--- src/rtl/qbert_move_ctrl.sv ---
// qbert_move_ctrl
// Owns Q*bert's position on the triangular pyramid and the per-cube colour
// state. A jump request latches a direction and computes the target cube. The
// jump then runs for JUMP_FRAMES frame ticks. At landing the position moves and
// the cube colour is updated, or the fall flag is raised if the target lies off
// the pyramid.
//
// Parameters
//   N_ROWS      : pyramid rows (cube count N_ROWS*(N_ROWS+1)/2 <= 28)
//   JUMP_FRAMES : frame ticks per jump (>= 1)
//   TOGGLE      : 0 = landing sets the cube bit, 1 = landing toggles it
// Ports
//   clk, reset     : clock, synchronous active-high reset
//   frame_tick     : one-cycle pulse per video frame
//   jump_req       : one-cycle jump request, jump_dir gives direction
//   respawn        : return to the top cube after a fall (colours kept)
//   new_level      : clear colours/flags, return to the top cube
//   position_qb    : one-hot current cube
//   e_next_qb      : one-hot target cube (0 while falling off)
//   e_color_state  : per-cube colour bits
//   done_move      : one-cycle pulse at a valid landing
//   e_jump_qb      : {moving, latched direction}
//   fell, all_done : sticky status flags
module qbert_move_ctrl #(
  parameter int N_ROWS      = 7,
  parameter int JUMP_FRAMES = 16,
  parameter int TOGGLE      = 0
) (
  input  logic        clk,
  input  logic        reset,
  input  logic        frame_tick,
  input  logic        jump_req,
  input  logic [1:0]  jump_dir,
  input  logic        respawn,
  input  logic        new_level,
  output logic [27:0] position_qb,
  output logic [27:0] e_next_qb,
  output logic [27:0] e_color_state,
  output logic        done_move,
  output logic [2:0]  e_jump_qb,
  output logic        fell,
  output logic        all_done
);

  localparam int N_CUBES = N_ROWS * (N_ROWS + 1) / 2;
  localparam logic [27:0] FULL_MASK = 28'((64'd1 << N_CUBES) - 64'd1);
  localparam int CW = $clog2(JUMP_FRAMES + 1);
  localparam logic [CW-1:0] LAST_CNT = CW'(JUMP_FRAMES - 1);
  localparam logic signed [4:0] ROWS_S = 5'(N_ROWS);

  typedef enum logic [1:0] {IDLE, MOVE, FALL, CLEAR} state_t;

  state_t          state, state_n;
  logic [2:0]      row, col, row_n, col_n;
  logic [2:0]      tgt_row, tgt_col, tgt_row_n, tgt_col_n;
  logic            off, off_n;
  logic [CW-1:0]   cnt, cnt_n;
  logic [27:0]     pos_n, next_n, color_n, landed_color;
  logic            done_n, fell_n, all_n;
  logic [2:0]      jump_n;

  logic signed [4:0] tgt_r, tgt_c;
  logic [5:0]        r_u, tri_base, tgt_idx;
  logic              tgt_off;
  logic [27:0]       tgt_onehot;

  // Target cube from the current row/col and requested direction. Signed
  // arithmetic lets an up-move off row 0 show up as a negative row.
  always_comb begin
    tgt_r = $signed({2'b00, row});
    tgt_c = $signed({2'b00, col});
    case (jump_dir)
      2'b00: tgt_r = tgt_r - 5'sd1;
      2'b01: begin
        tgt_r = tgt_r - 5'sd1;
        tgt_c = tgt_c - 5'sd1;
      end
      2'b10: tgt_r = tgt_r + 5'sd1;
      default: begin
        tgt_r = tgt_r + 5'sd1;
        tgt_c = tgt_c + 5'sd1;
      end
    endcase
    tgt_off = (tgt_r < 5'sd0) || (tgt_r >= ROWS_S) ||
              (tgt_c < 5'sd0) || (tgt_c > tgt_r);
    // Triangular index r(r+1)/2 + c; only meaningful when on the pyramid.
    r_u        = {3'b000, tgt_r[2:0]};
    tri_base   = (r_u * (r_u + 6'd1)) >> 1;
    tgt_idx    = tri_base + {3'b000, tgt_c[2:0]};
    tgt_onehot = tgt_off ? 28'd0 : ((28'd1 << tgt_idx) & FULL_MASK);
  end

  // Next-state and next-output logic. Every output is registered, so this
  // block computes the next value of each register with hold as default.
  always_comb begin
    state_n      = state;
    row_n        = row;
    col_n        = col;
    tgt_row_n    = tgt_row;
    tgt_col_n    = tgt_col;
    off_n        = off;
    cnt_n        = cnt;
    pos_n        = position_qb;
    next_n       = e_next_qb;
    color_n      = e_color_state;
    done_n       = 1'b0;
    jump_n       = e_jump_qb;
    fell_n       = fell;
    all_n        = all_done;
    landed_color = (TOGGLE != 0) ? (e_color_state ^ e_next_qb)
                                 : (e_color_state | e_next_qb);

    if (new_level) begin
      color_n = 28'd0;
      all_n   = 1'b0;
      fell_n  = 1'b0;
      pos_n   = 28'h1;
      next_n  = 28'h1;
      jump_n  = 3'b000;
      row_n   = 3'd0;
      col_n   = 3'd0;
      off_n   = 1'b0;
      cnt_n   = '0;
      state_n = IDLE;
    end else begin
      case (state)
        IDLE: begin
          if (jump_req) begin
            tgt_row_n = tgt_r[2:0];
            tgt_col_n = tgt_c[2:0];
            off_n     = tgt_off;
            next_n    = tgt_onehot;
            jump_n    = {1'b1, jump_dir};
            cnt_n     = '0;
            state_n   = MOVE;
          end
        end
        MOVE: begin
          if (frame_tick) begin
            if (cnt == LAST_CNT) begin
              jump_n[2] = 1'b0;
              if (off) begin
                fell_n  = 1'b1;
                state_n = FALL;
              end else begin
                pos_n   = e_next_qb;
                row_n   = tgt_row;
                col_n   = tgt_col;
                color_n = landed_color;
                done_n  = 1'b1;
                if ((landed_color & FULL_MASK) == FULL_MASK) begin
                  all_n   = 1'b1;
                  state_n = CLEAR;
                end else begin
                  state_n = IDLE;
                end
              end
            end else begin
              cnt_n = cnt + 1'b1;
            end
          end
        end
        FALL: begin
          if (respawn) begin
            fell_n  = 1'b0;
            pos_n   = 28'h1;
            next_n  = 28'h1;
            row_n   = 3'd0;
            col_n   = 3'd0;
            off_n   = 1'b0;
            state_n = IDLE;
          end
        end
        default: ;  // CLEAR waits for new_level
      endcase
    end
  end

  // State and output registers.
  always_ff @(posedge clk) begin
    if (reset) begin
      state         <= IDLE;
      row           <= 3'd0;
      col           <= 3'd0;
      tgt_row       <= 3'd0;
      tgt_col       <= 3'd0;
      off           <= 1'b0;
      cnt           <= '0;
      position_qb   <= 28'h1;
      e_next_qb     <= 28'h1;
      e_color_state <= 28'd0;
      done_move     <= 1'b0;
      e_jump_qb     <= 3'b000;
      fell          <= 1'b0;
      all_done      <= 1'b0;
    end else begin
      state         <= state_n;
      row           <= row_n;
      col           <= col_n;
      tgt_row       <= tgt_row_n;
      tgt_col       <= tgt_col_n;
      off           <= off_n;
      cnt           <= cnt_n;
      position_qb   <= pos_n;
      e_next_qb     <= next_n;
      e_color_state <= color_n;
      done_move     <= done_n;
      e_jump_qb     <= jump_n;
      fell          <= fell_n;
      all_done      <= all_n;
    end
  end

endmodule

--- config.mk ---
export PLATFORM = sky130hd
export DESIGN_NAME = qbert_move_ctrl
export DESIGN_NICKNAME = d
export VERILOG_FILES = /design/src/rtl/qbert_move_ctrl.sv
export SDC_FILE = /design/constraint.sdc
export NUM_CORES = 1
export LEC_CHECK = 0
export ABC_AREA = 1
export ABC_CLOCK_PERIOD_IN_PS = 8700
export CAP_MARGIN = 10
export CORE_MARGIN = 2
export CORE_UTILIZATION = 48
export CTS_CLUSTER_DIAMETER = 150
export DETAILED_ROUTE_END_ITERATION = 16
export HOLD_SLACK_MARGIN = 0.12
export PLACE_DENSITY_LB_ADDON = 0.3
export SKIP_CTS_REPAIR_TIMING = 1
export SYNTH_ARGS = -nofsm -noshare
export SYNTH_HDL_FRONTEND = slang
export SYNTH_SLANG_ARGS = --single-unit
export TNS_END_PERCENT = 10
--- constraint.sdc ---
create_clock -name clk -period 8.7 [get_ports clk]
set_clock_uncertainty 0.15 [all_clocks]
set_input_delay 1.74 -clock clk [delete_from_list [all_inputs] [get_ports clk]]
set_output_delay 1.74 -clock clk [all_outputs]
set_load 0.005 [all_outputs]
==> impl_metrics.env, run 1 <==
export IMPL_synthCells=716
export IMPL_slowest_stage="clkdlybuf4s50_1"
export IMPL_ant_nets=0
export IMPL_io_pins=98
export IMPL_crit_chain="clkdlybuf4s50_1, xor2_1, inv_1, ha_1, or2_2, nand3_1, fa_1, fa_1, inv_1, ha_1, xor2_1, inv_1, nor3_1, inv_1, nor2_1, nand4_1, a21oi_1"
export IMPL_cts_sinks=110
export IMPL_final_period_utilization_pct=69.5
export IMPL_vdd_drop_max_v=0.0000905
export IMPL_drt_wl_total_mm=14.5
export IMPL_die_w_um=111
export IMPL_die_height_um=111
export IMPL_hold_viol=0
export IMPL_worst_path_buf_inv=5
export IMPL_cpMostUsedCell="inv_1"
export IMPL_area_growth_syn_to_layout_pct=22.6
export IMPL_power_density_nw_per_um2=163
export IMPL_gp_congestion=0.966
export IMPL_dr_pass1_iters=5
export IMPL_cts_tree="yes"
export IMPL_fin_crit_ps=6050
export IMPL_detail_route_iter0_violations=395
export IMPL_grt_pass1_vias=4835
export IMPL_postPlaceCellArea_sq_um=6430
export IMPL_grt_overflow_total=0
export IMPL_numCtsBuffers=9
export IMPL_final_cell_mix="dfxtp_1 (110), nand2_1 (99), clkdlybuf4s50_1 (97)"
export IMPL_die_area_sq_um=12300
export IMPL_initial_utilization_pct=49.8
export IMPL_antenna_cells=0
export IMPL_slowest_delay_ps=670
export IMPL_grt_max_degree=82
export IMPL_finalSetupViolations=0
export IMPL_drive_above_1_share_pct=9.40
export IMPL_synth_async_sr_flop_share_pct=0
export IMPL_syn_avg_cell_area_sq_um=7.63
export IMPL_track_usage_pct=23.3
export IMPL_layout_filler_cells=961
export IMPL_grt_setup_unrepaired="no"
export IMPL_dp_slack_ps=2400
export IMPL_clk_pin_slew_worst_paths_ps=70
export IMPL_ys_flop_type="dfxtp_1"
export IMPL_multi_input_area_sq_um=2740
export IMPL_grt_antenna_before_repair=0
export IMPL_hold_path_class="flip-flop to flip-flop"
export IMPL_netlist_area_sq_um=5470
export IMPL_crit_family="adder cells"
export IMPL_fmax_mhz=165
export IMPL_criticalPathCategory="primary input to flip-flop"
export IMPL_h_tree_depth=3
export IMPL_setup_ws_ps=2650
export IMPL_ys_warn_count=0
export IMPL_drcViolationCount=0
export IMPL_worstPathMaxFanout=8
export IMPL_crit_arrival_ps=6170
export IMPL_cap_viol_max_count=0
export IMPL_seqCellArea_sq_um=2200
export IMPL_via_per_inst=5.52
export IMPL_core_sq_um=11000
export IMPL_port_buffers=97
export IMPL_cp_start_kind="primary input"
export IMPL_ys_types=46
export IMPL_cp_end_kind="flip-flop"
export IMPL_syn_nets=749
export IMPL_wl_per_cell_um=15.5
export IMPL_synth_edf_count=0
export IMPL_clk_insertion_delay_late_ps=340
export IMPL_layout_nets=827
export IMPL_synth_seq_cells=110
export IMPL_rows=38
export IMPL_grt_first_pass_wirelength_mm=23.7
export IMPL_final_cell_area_sq_um=6700
export IMPL_worst_pin_slew_ps=827
export IMPL_vias=5175
export IMPL_mostFrequentLayoutCell="dfxtp_1"
export IMPL_report_final_slew_viol_count=0
export IMPL_relSlewSlack_pct=44.9
export IMPL_required_ps=8820
export IMPL_outcome="complete, no violations"
export IMPL_cts_buffer_depth=2
export IMPL_cts_root_buffer="clkbuf_16"
export IMPL_yosysSeqAreaShare_pct=40.3
export IMPL_p_leak_nw=2.44
export IMPL_fin_tns_setup_ps=0
export IMPL_dp_hpwl_mm=10.8
==> report_power, final <==
group / internal (mW) / total [mW] / switching [mW]
Sequential: 0.508 / 0.513 / 0.00406
Clock: 0.197 / 0.386 / 0.189
Combinational: 0.0565 / 0.191 / 0.135
==> path summary, 6_finish.rpt <==
kind / slack (ps) / start / endpoint / cells after the start
hold reg to reg: 300 / e_jump_qb[2] / e_jump_qb[2] / 2
setup reg to reg: 3940 / row[0] / e_next_qb[4] / 18
setup / recovery: 2650 / jump_dir[1] / e_next_qb[4] / 17
hold / removal: 300 / e_jump_qb[2] / e_jump_qb[2] / 2
==> worst reg2reg max path, cell delays in order, from the launching register on <==
cell and delay, ps:
dfxtp_1 440, inv_1 70, ha_1 300, xor2_1 300, inv_1 160, ha_1 250
or2_2 310, nand3_1 100, fa_1 450, fa_1 540, inv_1 40, ha_1 330
xor2_1 300, inv_1 170, nor3_1 220, inv_1 70, nor2_1 190, nand4_1 140
a21oi_1 140
==> flip-flops by register name (all words and copies together), names as in the netlist <==
name           count
tgt_row            3
off                1
all_done           1
position_qb       28
col                3
row                3
cnt                5
fell               1
e_jump_qb          3
done_move          1
state              2
e_color_state     28
e_next_qb         28
tgt_col            3
==> layout make-up <==
| cell class | instances | share of cell area (%) |
|---|---|---|
| inverters | 79 | 4.48 |
| flip-flops and latches | 110 | 32.9 |
| multi-input cells | 492 | 40.9 |
| clock inverters | 5 | 0.635 |
| clock buffers | 10 | 3.42 |
| repair buffers | 102 | 15.1 |
| well taps | 140 | 2.61 |
==> layer usage <==
metal	vias up	global-route usage (%)	share of wire (%)
li1	2543	-	-
met1	2407	30.2	42
met2	202	39.8	49
met3	23	2.68	6.8
met4	0	9.08	2.1
met5	-	0	0
==> synthesized netlist by cell type (2+ instances only) <==
cell type	count	area, sq um
a211oi_1	5	37.5
a21oi_1	85	425
a21oi_2	10	87.6
buf_1	3	11.3
buf_2	7	35.0
buf_6	7	78.8
buf_8	3	45.0
clkbuf_1	15	56.3
dfxtp_1	110	2200
fa_1	3	60.1
ha_1	22	275
inv_1	68	255
inv_2	9	33.8
nand2_1	99	372
nand2_2	17	106
nand2_4	4	45.0
nand3_1	54	270
nand3_2	2	20.0
nand3_4	3	52.6
nand4_1	31	194
nor2_1	84	315
nor2_2	2	12.5
nor3_1	12	60.1
nor4_1	4	25.0
o211ai_1	3	22.5
o21ai_0	20	100
o21ai_1	2	10.0
o22ai_1	9	56.3
or2_2	2	12.5
xor2_1	5	43.8
==> stage by stage <==
stage                     total power, mW  std cells  utilization, %  hold WS [ps]
final                                1.09        938            61.0           299
after detailed placement            0.710        923            58.5           294
after global placement              0.703        923            58.5           289
after global routing                 1.14        938            61.0           313
after floorplan                     0.681        716               -           285
after CTS                            1.09        938            61.0           302
==> cell families (layout without fill, tap and decap cells) <==
logic type / count (synthesis) / after routing / synth area share (%)
DFF: 110 / 110 / 40.3
xor gates and xnor gates: 6 / 6 / 0.962
and+or+nand+nor: 319 / 319 / 28.2
AOI/OAI and AO/OA: 142 / 142 / 14.8
buffers and inverters: 114 / 196 / 9.64
adders and majority gates: 25 / 25 / 6.14
Note: power is estimated with default switching activity, not from simulation.
==> run 2, diff against run 1 <==
Settings changed: ABC_CLOCK_PERIOD_IN_PS 8700 to 6300.
Clock period 8.7 ns to 6.3 ns, I/O delays scaled along.
==> run 2 against run 1 <==
  * Count of clock-buffer cells in the layout increased by 1
  * Critical endpoint unchanged
  * Worst setup slack got worse by 2000 ps
  * Critical path type unchanged
  * Register-to-register slack got worse by 2500 ps
  * Sequential share of layout area decreased by 0.067 points
  * Combinational power increased by 39%
  * First-iteration DRC count increased by 23%
  * Design area increased by 0.21%
==> impl_metrics.env, run 2 (synthesis results as in run 1) <==
export IMPL_layout_nets=827
export IMPL_postLayoutCoreUtil_pct=61.1
export IMPL_fin_tns_setup_ps=0
export IMPL_crit_arrival_ps=5730
export IMPL_die_height_um=111
export IMPL_r2r_start="row[0]"
export IMPL_cap_viol_max_count=0
export IMPL_criticalPathCategory="primary input to flip-flop"
export IMPL_cp_start_kind="primary input"
export IMPL_regToRegSetupSlack_ps=1490
export IMPL_final_cell_mix="dfxtp_1 (110), nand2_1 (99), clkdlybuf4s50_1 (97)"
export IMPL_fmax_mhz=178
export IMPL_ant_nets=0
export IMPL_slowest_delay_ps=670
export IMPL_antenna_cells=0
export IMPL_crit_chain="clkdlybuf4s50_1, xor2_1, inv_1, ha_1, or2_2, nand3_1, fa_1, fa_1, inv_1, ha_1, xor2_1, inv_1, nor3_1, inv_1, nor2_1, nand4_1, a21oi_1"
export IMPL_slowest_stage="clkdlybuf4s50_1"
export IMPL_final_period_utilization_pct=89.0
export IMPL_grt_overflow_total=0
export IMPL_min_path_cells=2
export IMPL_p_leak_nw=2.45
export IMPL_p_total_mw=1.53
export IMPL_hold_viol=0
export IMPL_cts_sinks=110
export IMPL_die_area_sq_um=12300
export IMPL_die_w_um=111
export IMPL_top_regs="e_color_state (28), e_next_qb (28), position_qb (28)"
export IMPL_wl_per_cell_um=15.5
export IMPL_via_per_inst=5.50
export IMPL_fin_cells=939
export IMPL_crit_family="adder cells"
export IMPL_report_final_slew_viol_count=0
export IMPL_vias=5163
export IMPL_vdd_drop_max_v=0.000133
export IMPL_drt_wl_total_mm=14.6
export IMPL_clk_insertion_delay_late_ps=350
export IMPL_drcViolationCount=0
export IMPL_detail_route_iter0_violations=484
export IMPL_mostFrequentLayoutCell="dfxtp_1"
export IMPL_clk_pin_slew_worst_paths_ps=70
export IMPL_area_growth_syn_to_layout_pct=22.8
export IMPL_rows=38
export IMPL_layout_filler_cells=976
export IMPL_multi_input_area_sq_um=2740
export IMPL_initial_utilization_pct=49.8
export IMPL_finalSetupViolations=0
export IMPL_r2r_end="e_next_qb[4]"
export IMPL_grt_first_pass_wirelength_mm=24.1
export IMPL_io_pins=98
export IMPL_numCtsBuffers=9
export IMPL_drive_above_1_share_pct=9.51
export IMPL_cts_buffer_depth=2
export IMPL_setup_ws_ps=692
export IMPL_grt_antenna_before_repair=0
export IMPL_dp_cells=923
export IMPL_dp_slack_ps=448
export IMPL_cpMostUsedCell="inv_1"
export IMPL_track_usage_pct=23.5
export IMPL_port_buffers=97
export IMPL_cts_tree="yes"
export IMPL_required_ps=6420
export IMPL_h_tree_depth=3
export IMPL_gp_congestion=0.966
export IMPL_grt_setup_unrepaired="no"
export IMPL_whs_endpoint="e_jump_qb[2]"
export IMPL_power_density_nw_per_um2=228
export IMPL_worstPathMaxFanout=8
export IMPL_dp_hpwl_mm=10.7
export IMPL_outcome="complete, no violations"
export IMPL_reg2reg_depth=18
export IMPL_grt_pass1_vias=4813
export IMPL_core_sq_um=11000
export IMPL_seqCellArea_sq_um=2200
export IMPL_startpoint="jump_dir[1]"
export IMPL_fin_crit_ps=5610
export IMPL_dr_pass1_iters=5
export IMPL_cts_root_buffer="clkbuf_16"
export IMPL_cp_end_kind="flip-flop"
export IMPL_min_delay_start="e_jump_qb[2]"
export IMPL_hold_path_class="flip-flop to flip-flop"
export IMPL_worst_path_buf_inv=5
export IMPL_worst_pin_slew_ps=840
export IMPL_relSlewSlack_pct=44.0
export IMPL_grt_max_degree=82
-- run 2: per-layer routing --
| layer | track usage, % | wire length [um] |
|---|---|---|
| met4 | 7.67 | 276 |
| met5 | 0 | 0 |
| met3 | 2.35 | 812 |
| met2 | 40.1 | 7060 |
| met1 | 31.3 | 6410 |
-- run 2: power breakdown --
group | internal, mW | switching [mW]
logic | 0.0780 | 0.187
clock network | 0.285 | 0.270
registers | 0.702 | 0.00575
total | 1.06 | 0.463
-- run 2: layout make-up --
class	instances	area share [%]
multi-input combinational	492	40.8
inverter	79	4.47
clock buffer	11	3.62
timing repair buffer	102	15.0
clock inverter	5	0.634
sequential	110	32.8
tap	140	2.61
-- run 2: worst max-delay path by stage --
stage / to / cells past startpoint / slack, ps
after global placement: e_next_qb[22] / 19 / 570
after floorplan: e_next_qb[27] / 20 / 1400
final: e_next_qb[4] / 17 / 690
after global routing: e_next_qb[4] / 17 / 380
after detailed placement: e_next_qb[2] / 19 / 450
after CTS: e_next_qb[4] / 17 / 730
-- run 2: tightest hold or removal path, cell delays in order (launching register included) --
cell     delay, ps
dfxtp_1        310
inv_1           40
a21oi_1         50
-- run 2: metrics by stage --
stage / cell area, sq um / hold WS (ps)
final: 6710 / 304
after global routing: 6710 / 313
after CTS: 6710 / 303
after detailed placement: 6430 / 294
after global placement: 6430 / 289
after floorplan: 5470 / 285
